$ cat src/rtl/sequential_divider_pkg.sv
// Shared definitions for the sequential divider: default operand width,
// controller state encoding and the iteration-counter width helper.
package sequential_divider_pkg;

    localparam int DIV_N = 4;

    typedef enum logic [1:0] {
        ST_IDLE = 2'd0,
        ST_RUN  = 2'd1,
        ST_DONE = 2'd2
    } div_state_e;

    // Counter must hold the value 2N (number of quotient bits).
    function automatic int cnt_width(input int n);
        return $clog2(2 * n + 1);
    endfunction

endpackage

$ cat src/rtl/sequential_divider_if.sv
// Host-side start/done handshake and operand/result bus of the divider.
interface sequential_divider_if
    import sequential_divider_pkg::*;
#(
    parameter int N = DIV_N
) ();

    logic             start;
    logic [2*N-1:0]   dividend;
    logic [N-1:0]     divisor;
    logic             busy;
    logic             done;
    logic             div_by_zero;
    logic [2*N-1:0]   quotient;
    logic [N-1:0]     remainder;
    logic [1:0]       state_dbg;

    modport master (
        output start, dividend, divisor,
        input  busy, done, div_by_zero, quotient, remainder, state_dbg
    );

    modport slave (
        input  start, dividend, divisor,
        output busy, done, div_by_zero, quotient, remainder, state_dbg
    );

endinterface

$ cat src/rtl/sequential_divider_datapath.sv
// Restoring-division datapath: partial remainder, dividend/quotient shift
// register, latched divisor, trial subtractor and held result registers.
module divider_datapath
    import sequential_divider_pkg::*;
#(
    parameter int N = DIV_N
) (
    input  logic           clk,
    input  logic           reset,
    input  logic           load,        // capture operands, clear remainder
    input  logic           step,        // one shift/trial-subtract iteration
    input  logic           zero_load,   // divide-by-zero result
    input  logic           result_ld,   // final iteration: publish results
    input  logic           keep_rem,    // controller decision: restore (trial was negative)
    input  logic [2*N-1:0] dividend,
    input  logic [N-1:0]   divisor,
    output logic           trial_neg,
    output logic [2*N-1:0] quotient,
    output logic [N-1:0]   remainder,
    output logic           div_by_zero
);

    // The stored remainder is always below the divisor, so N bits suffice;
    // only the shifted value needs the extra bit (it can reach 2D-1).
    logic [N-1:0]   rem_r;
    logic [2*N-1:0] q_r;
    logic [N-1:0]   d_r;
    logic [N:0]     rem_shift_s;
    logic [N:0]     trial_s;
    logic [N-1:0]   rem_next_s;
    logic [2*N-1:0] q_next_s;
    logic [2*N-1:0] quotient_r;
    logic [N-1:0]   remainder_r;
    logic           dbz_r;

    // Shift, trial subtraction and selection of the next remainder/quotient bit.
    always_comb begin
        rem_shift_s = {rem_r, q_r[2*N-1]};
        trial_s     = rem_shift_s - {1'b0, d_r};
        if (keep_rem) begin
            rem_next_s = rem_shift_s[N-1:0];
            q_next_s   = {q_r[2*N-2:0], 1'b0};
        end else begin
            rem_next_s = trial_s[N-1:0];
            q_next_s   = {q_r[2*N-2:0], 1'b1};
        end
    end

    assign trial_neg = trial_s[N];

    // Working registers: operand capture and per-cycle iteration.
    always_ff @(posedge clk) begin
        if (reset) begin
            rem_r <= {N{1'b0}};
            q_r   <= {(2*N){1'b0}};
            d_r   <= {N{1'b0}};
        end else if (load) begin
            rem_r <= {N{1'b0}};
            q_r   <= dividend;
            d_r   <= divisor;
        end else if (step) begin
            rem_r <= rem_next_s;
            q_r   <= q_next_s;
        end else begin
            rem_r <= rem_r;
            q_r   <= q_r;
        end
    end

    // Result registers: written only on DONE entry, held until the next accepted start.
    always_ff @(posedge clk) begin
        if (reset) begin
            quotient_r  <= {(2*N){1'b0}};
            remainder_r <= {N{1'b0}};
            dbz_r       <= 1'b0;
        end else if (zero_load) begin
            quotient_r  <= {(2*N){1'b1}};
            remainder_r <= {N{1'b0}};
            dbz_r       <= 1'b1;
        end else if (result_ld) begin
            quotient_r  <= q_next_s;
            remainder_r <= rem_next_s;
        end else if (load) begin
            dbz_r       <= 1'b0;
        end else begin
            dbz_r       <= dbz_r;
        end
    end

    assign quotient    = quotient_r;
    assign remainder   = remainder_r;
    assign div_by_zero = dbz_r;

endmodule

$ cat src/rtl/sequential_divider.sv
// Sequential restoring divider: 2N-bit dividend / N-bit divisor, one
// quotient bit per clock, with IDLE/RUN/DONE controller and start/done handshake.
module sequential_divider
    import sequential_divider_pkg::*;
#(
    parameter int N = DIV_N
) (
    input  logic               clk,
    input  logic               reset,
    sequential_divider_if.slave bus
);

    localparam int CNT_W = cnt_width(N);

    div_state_e       state_r;
    div_state_e       state_next_s;
    logic [CNT_W-1:0] cnt_r;
    logic [CNT_W-1:0] cnt_next_s;
    logic             busy_r;
    logic             done_r;
    logic             load_s;
    logic             step_s;
    logic             zero_load_s;
    logic             result_ld_s;
    logic             trial_neg_s;

    // Next-state, counter and datapath control decode.
    always_comb begin
        state_next_s = ST_IDLE;
        cnt_next_s   = cnt_r;
        load_s       = 1'b0;
        step_s       = 1'b0;
        zero_load_s  = 1'b0;
        result_ld_s  = 1'b0;
        case (state_r)
            ST_IDLE: begin
                if (bus.start) begin
                    if (bus.divisor != {N{1'b0}}) begin
                        load_s       = 1'b1;
                        cnt_next_s   = CNT_W'(2 * N);
                        state_next_s = ST_RUN;
                    end else begin
                        zero_load_s  = 1'b1;
                        state_next_s = ST_DONE;
                    end
                end else begin
                    state_next_s = ST_IDLE;
                end
            end
            ST_RUN: begin
                step_s     = 1'b1;
                cnt_next_s = cnt_r - CNT_W'(1);
                if (cnt_r == CNT_W'(1)) begin
                    result_ld_s  = 1'b1;
                    state_next_s = ST_DONE;
                end else begin
                    state_next_s = ST_RUN;
                end
            end
            ST_DONE: begin
                state_next_s = ST_IDLE;
            end
            default: begin
                state_next_s = ST_IDLE;
            end
        endcase
    end

    // State, counter and registered busy/done flags.
    always_ff @(posedge clk) begin
        if (reset) begin
            state_r <= ST_IDLE;
            cnt_r   <= {CNT_W{1'b0}};
            busy_r  <= 1'b0;
            done_r  <= 1'b0;
        end else begin
            state_r <= state_next_s;
            cnt_r   <= cnt_next_s;
            busy_r  <= (state_next_s == ST_RUN);
            done_r  <= (state_next_s == ST_DONE);
        end
    end

    divider_datapath #(
        .N (N)
    ) u_datapath (
        .clk         (clk),
        .reset       (reset),
        .load        (load_s),
        .step        (step_s),
        .zero_load   (zero_load_s),
        .result_ld   (result_ld_s),
        .keep_rem    (trial_neg_s),
        .dividend    (bus.dividend),
        .divisor     (bus.divisor),
        .trial_neg   (trial_neg_s),
        .quotient    (bus.quotient),
        .remainder   (bus.remainder),
        .div_by_zero (bus.div_by_zero)
    );

    assign bus.busy      = busy_r;
    assign bus.done      = done_r;
    assign bus.state_dbg = state_r;

endmodule
$ cat src/flat_wrapper.sv
// flat-port wrapper written by rule: the top's interface ports become plain ports
module sequential_divider_flat import sequential_divider_pkg::*;
#(
    parameter int N = DIV_N
)
  (clk, reset, bus_start, bus_dividend, bus_divisor, bus_busy, bus_done, bus_div_by_zero, bus_quotient, bus_remainder, bus_state_dbg);
  sequential_divider_if #(.N(N)) bus_i ();
  input  logic clk;
  input  logic reset;
  input wire logic [$bits(bus_i.start)-1:0] bus_start;
  input wire logic [$bits(bus_i.dividend)-1:0] bus_dividend;
  input wire logic [$bits(bus_i.divisor)-1:0] bus_divisor;
  output wire logic [$bits(bus_i.busy)-1:0] bus_busy;
  output wire logic [$bits(bus_i.done)-1:0] bus_done;
  output wire logic [$bits(bus_i.div_by_zero)-1:0] bus_div_by_zero;
  output wire logic [$bits(bus_i.quotient)-1:0] bus_quotient;
  output wire logic [$bits(bus_i.remainder)-1:0] bus_remainder;
  output wire logic [$bits(bus_i.state_dbg)-1:0] bus_state_dbg;
  assign bus_i.start = bus_start;
  assign bus_i.dividend = bus_dividend;
  assign bus_i.divisor = bus_divisor;
  assign bus_busy = bus_i.busy;
  assign bus_done = bus_i.done;
  assign bus_div_by_zero = bus_i.div_by_zero;
  assign bus_quotient = bus_i.quotient;
  assign bus_remainder = bus_i.remainder;
  assign bus_state_dbg = bus_i.state_dbg;
  sequential_divider #(.N(N)) u_core (.clk(clk), .reset(reset), .bus(bus_i));
endmodule
$ cat config.mk
export PLATFORM = sky130hd
export DESIGN_NAME = sequential_divider_flat
export DESIGN_NICKNAME = d
export VERILOG_FILES = /design/src/rtl/sequential_divider_pkg.sv /design/src/rtl/sequential_divider_if.sv /design/src/rtl/sequential_divider_datapath.sv /design/src/rtl/sequential_divider.sv /design/src/flat_wrapper.sv
export SDC_FILE = /design/constraint.sdc
export NUM_CORES = 1
export LEC_CHECK = 0
export ABC_AREA = 1
export CORE_MARGIN = 1.5
export CORE_UTILIZATION = 40
export CTS_BUF_LIST = sky130_fd_sc_hd__clkbuf_8
export CTS_CLUSTER_DIAMETER = 40
export DETAILED_ROUTE_END_ITERATION = 12
export GPL_ROUTABILITY_DRIVEN = 0
export SLEW_MARGIN = 5
export SYNTH_ARGS = -nofsm -noshare
export SYNTH_HDL_FRONTEND = slang
export SYNTH_SLANG_ARGS = --single-unit
$ cat constraint.sdc
create_clock -name clk -period 2.4 [get_ports clk]
set_input_delay 0.72 -clock clk [delete_from_list [all_inputs] [get_ports clk]]
set_output_delay 0.72 -clock clk [all_outputs]
set_load 0.05 [all_outputs]
# Yosys cells after proc, flatten, opt, wreduce, memory -nomap -nowiden
# Cells that the tools add are included.
# op_classes
n_mux	25
eq_ne	7
reduce_logical	10
add_sub_neg	2
# ops
cell	count
$mux 8	4
$mux 1	13
$mux 4	3
$pmux 4 s2	1
$reduce_bool 2->1	4
$mux 2	3
$sub 5x4->5	1
$eq 2x1->1 const B	2
$eq 4x1->1 const B	1
$ne 2x2->1 const B	2
$pmux 2 s2	1
$reduce_bool 4->1	1
$reduce_or 2->1	2
$sub 4x1->4 const B	1
$reduce_and 3->1	1
$eq 2x2->1 const B	1
$logic_not 2->1	1
$ne 2x1->1 const B	1
$reduce_and 2->1	1
# word_totals
output_inout_bits	17
in_bits	15
ff_bits	37
elab_cells	54

# Logic depth before layout (Yosys ltp)
# Gate-level depths: netlist (run 1).
# logic_depth
ltp_word	7
mapped_depth	12
ltp_nobuf	12

# Cells and area by module
# Synthesis (run 1) repeated with hierarchy kept, for this count alone.
# hier_totals
hier_cells	243
hier_area_um2	1732.9
# modules_own_cells
mod	seq_area_each_um2	cells_per_inst	area_per_inst_um2	instances
divider_datapath	580.6	189	1341.3	1
sequential_divider	160.2	54	391.6	1

# Worst setup path before layout (run 1)
# No wires, ideal clock.
# synth_path
kind	register to register
startpoint	reg u_core.u_datapath.q_r[7]
endpoint	reg u_core.u_datapath.remainder_r[3] (netlist: u_core.u_datapath.remainder[3])
n_path_buf	0
required_time_ns	2.291
slack_ns	0.721
setup_ns	0.109
path_stages_with_launch	12
period_less_slack_ns	1.679
t_arrival_ns	1.570
path_cell_list	dfxtp_1 -> inv_1 -> ha_1 -> fa_1 -> inv_1 -> nand3_1 -> nand3_1 -> nand2_1 -> nand2_1 -> nand3_1 -> nand2_1 -> inv_1
# synth_via
elab_chain_len	2
# synth_lines
item	line_no	rtl
start: declaration	sequential_divider_datapath.sv:26	logic [2*N-1:0] q_r;
start signal: assignment	sequential_divider_datapath.sv:55	q_r <= {(2*N){1'b0}};
start signal: assignment	sequential_divider_datapath.sv:59	q_r <= dividend;
start signal: assignment	sequential_divider_datapath.sv:63	q_r <= q_next_s;
$sub 5x4->5	sequential_divider_datapath.sv:39	trial_s = rem_shift_s - {1'b0, d_r};
$mux 4	sequential_divider_datapath.sv:40	if (keep_rem) begin
end signal: assignment	sequential_divider_datapath.sv:74	remainder_r <= {N{1'b0}};
end signal: assignment	sequential_divider_datapath.sv:78	remainder_r <= {N{1'b0}};
end signal: assignment	sequential_divider_datapath.sv:82	remainder_r <= rem_next_s;
end: declaration	sequential_divider_datapath.sv:33	logic [N-1:0] remainder_r;
# No other way between the ends.
# A chain may end at the register's enable or synchronous reset.

# Worst setup path after layout (run 1)
# layout_path
startpoint	reg u_core.state_r[0] (netlist: u_core.bus.state_dbg[0])
endpoint	out bus_state_dbg[0]
# layout_rtl
item	line_no	rtl
start: declaration	sequential_divider.sv:15	div_state_e state_r;
start signal: assignment	sequential_divider.sv:77	state_r <= state_next_s;
end: declaration	flat_wrapper.sv:18	output wire logic [$bits(bus_i.state_dbg)-1:0] bus_state_dbg;
# No word-level cell between the ends.

==> impl_metrics.csv, run 1 <==
group,metric,value,unit
outcome,status,"finished clean",
clocking,cts_tree,"done",
sta,fin_hold_ws,0.469,ns
cells_and_area,drive_gt1_share,8.82,%
floorplanning,ios,32,
route,vias,1556,
clocking,holdBufCountCts,0,
clocking,clk_pin_slew,0.07,ns
clocking,cts_buffer_depth,2,
route,wl_per_cell,11.3,um
clocking,numCtsBuffers,5,
sta,final-max-slew-violation-count,0,
power,p_switching,0.500,mW
power,p_seq_share,45.6,%
clocking,cts_setup_buffers,0,
synthesis,synth.distinct_cells,25,
placed_design,dpl_cell_area,0.00213,mm2
sta,fin_setup_tns,0,ns
floorplanning,start_util,41.4,%
clocking,cts.sinks,37,
sta,fin_skew,0.00317,ns
global_routing,grt_max_degree,19,
critical_path,slowest_delay,0.84,ns
power,combPwrFrac,25.9,%
floorplanning,num_rows,24,
cells_and_area,design_area,0.00221,mm2
critical_path,critPathKind,"flip-flop to primary output",
placed_design,dp.cells,317,
cells_and_area,antenna_cells,0,
critical_path,cp_cell_sequence,"clkdlybuf4s50_1",
sta,timing.final.crit_share,94.8,%
global_routing,overflow,0,
global_routing,grt_antenna_before_repair,0,
hold_path,hold_start,"u_core.u_datapath.quotient[7]$_SDFFE_PP0P_",
clocking,h-tree-depth,2,
route,drc,0,
synthesis,ys_ff_latch,37,
sta,timing.slew.headroom,66.7,%
cells_and_area,syn2layout_area_growth,23.8,%
critical_path,start_kind,"flip-flop",
hold_path,min_path_type,"flip-flop to flip-flop",
synthesis,seq_area_frac_synth,41.4,%
critical_path,reg2reg_from,"u_core.u_datapath.q_r[7]$_SDFFE_PP0P_",
cells_and_area,layout.cells.non_filler,324,
critical_path,crit_path_max_fanout,4,
global_routing,grt_pass1_wl,6.47,mm
clocking,ctsRootBufferMaster,"clkbuf_8",
critical_path,crit_buf_inv,1,
route,antenna_left,0,
floorplanning,die_x,69.9,um
synthesis,syn_area,0.00179,mm2
critical_path,startpoint,"u_core.bus.state_dbg[0]$_SDFF_PP0_",
sta,rsz0062_at_grt,"false",
route,wl,3.66,mm
sta,setup_violations,0,
critical_path,path_depth,1,
synthesis,synth_top_area_cell,"dfxtp_1",
critical_path,path_delay_family,"buffers and inverters",
sta,hold_viol_final,0,
global_routing,grt_util_all_layers,16.6,%
synthesis,synth_top_area_share,41.4,%
synthesis,syn_inst,239,
clocking,ctsResizeCount,0,
placed_design,hpwl,2.73,mm
power,switching_share,32.4,%
sta,fmax,0.440,GHz
route,drt-pass1-iter-count,4,
floorplanning,design.die.area,0.00488,mm2
critical_path,required,1.68,ns
floorplanning,die_h,69.9,um
critical_path,endpoint_kind,"primary output",
floorplanning,coreArea,0.00432,mm2
placed_design,portBuffers,31,
critical_path,crit_arrival,1.56,ns
sta,period_needed,2.28,ns
power,powerDensity,696,mW/mm2
synthesis,syn_area_per_cell,7.49,um2
synthesis,ys_warn_count,0,
power,pwr-share-clk,28.5,%
clocking,clk-insertion-delay-late,0.29,ns
global_routing,grt_pass1_vias,1433,
power,ir_drop,240,uV
critical_path,ff2ff_path_depth,11,
route,viasPerCell,4.80,
synthesis,synth_top_cells_by_area,"dfxtp_1 (41%), inv_1 (7.3%), nand3_1 (7.3%), nand2_1 (6.5%), o21ai_0 (5.9%)",
power,power.internal,1.04,mW
power,leakagePower,1.06,nW
flow_run,drv_cap,0,
critical_path,cpMaxStageDelayCell,"clkdlybuf4s50_1",
synthesis,syn_nets,261,
cells_and_area,num-nets-final,294,
route,drt-initial-drc-count,115,
sta,worstMarginPinSlew,0.497,ns
hold_path,holdPathStages,2,
==> power by group through the flow <==
stage | sequential, mW | clock (mW) | combinational, mW
floorplan | 0.761 | 0 | 0.251
global placement | 0.718 | 0 | 0.398
detailed placement | 0.717 | 0 | 0.398
CTS | 0.703 | 0.453 | 0.399
global route | 0.710 | 0.476 | 0.452
finish | 0.703 | 0.440 | 0.399
==> cell families after synthesis <==
kind of cell / after synthesis / synth area share (%)
compound gates: 45 / 13.8
xor+xnor: 1 / 0.490
fa+ha+maj: 7 / 5.31
buf+inv: 46 / 11.2
flops: 37 / 41.4
simple gates: 103 / 27.8
==> worst paths after layout <==
kind	slack, ns	end
setup / recovery	0.12	bus_state_dbg[0]
hold / removal	0.47	u_core.u_datapath.quotient[7]$_SDFFE_PP0P_
setup reg to reg	0.49	u_core.u_datapath.rem_r[3]$_SDFFE_PP0P_
hold reg to reg	0.47	u_core.u_datapath.quotient[7]$_SDFFE_PP0P_
==> through the flow <==
stage | utilization (%) | setup WS [ns] | total power [mW]
3_3_place_gp | 49.2 | 0.255 | 1.12
6_report | 51.2 | 0.125 | 1.54
4_1_cts | 51.2 | 0.101 | 1.55
3_5_place_dp | 49.2 | 0.232 | 1.12
5_1_grt | 51.2 | 0.0505 | 1.64
2_1_floorplan | - | 0.721 | 1.01
==> final cells by class <==
type / instances / area (um2)
sequential: 37 / 741
timing repair buffer: 34 / 330
fill: 427 / 2110
multi-input combinational: 156 / 848
clock buffer: 6 / 82.6
clock inverter: 1 / 3.75
inverter: 38 / 144
tap: 52 / 65.1
==> metal layers <==
metal / vias up / routed length (um) / share of wire (%) / track usage (%)
li1: 831 / - / - / -
met2: 43 / 1550 / 42 / 25.0
met1: 675 / 1820 / 50 / 21.7
met3: 7 / 206 / 5.6 / 4.18
met5: - / 0 / 0 / 0
met4: 0 / 83 / 2.3 / 9.40
==> synth_stat cells <==
cell      number
a211oi_1       1
a21oi_1       15
buf_2          3
buf_6          3
clkbuf_1       2
clkinv_2       1
dfxtp_1       37
fa_1           1
ha_1           6
inv_1         35
inv_2          2
nand2_1       31
nand2_2        1
nand2_4        2
nand3_1       26
nand3_2        1
nor2_1        25
nor2_4         2
nor3_1        10
nor3_2         4
o21ai_0       21
o21bai_1       7
o22ai_1        1
or2_2          1
xnor2_1        1
==> state kept, by name, summed over array words and instances (netlist names), 2 cells and up <==
signal and flops:
u_core.u_datapath.q_r 8, u_core.u_datapath.rem_r 4, u_core.u_datapath.remainder 4, u_core.u_datapath.quotient 8
u_core.bus.state_dbg 2, u_core.cnt_r 4, u_core.u_datapath.d_r 4
==> placed cells by master, fill, tap and decap left out, drive strengths merged, types with 6 or more instances in the layout <==
cell type      instances
a21oi                 15
clkbuf                 6
ha                     6
o21ai                 21
inv                   38
clkdlybuf4s50         30
nor3                  14
nand3                 27
nand2                 34
dfxtp                 37
nor2                  27
o21bai                 7
Power figures use the tool's default switching activity.
==> inputs of run 2 (changes only) <==
--- a/config.mk
+++ b/config.mk
@@ -12,6 +12,7 @@
 export CTS_CLUSTER_DIAMETER = 40
 export DETAILED_ROUTE_END_ITERATION = 12
 export GPL_ROUTABILITY_DRIVEN = 0
+export PLACE_DENSITY = 0.6
 export SLEW_MARGIN = 5
 export SYNTH_ARGS = -nofsm -noshare
 export SYNTH_HDL_FRONTEND = slang
==> results of run 2 <==
No change in the layout: final DEF, timing and power equal those of run 1.
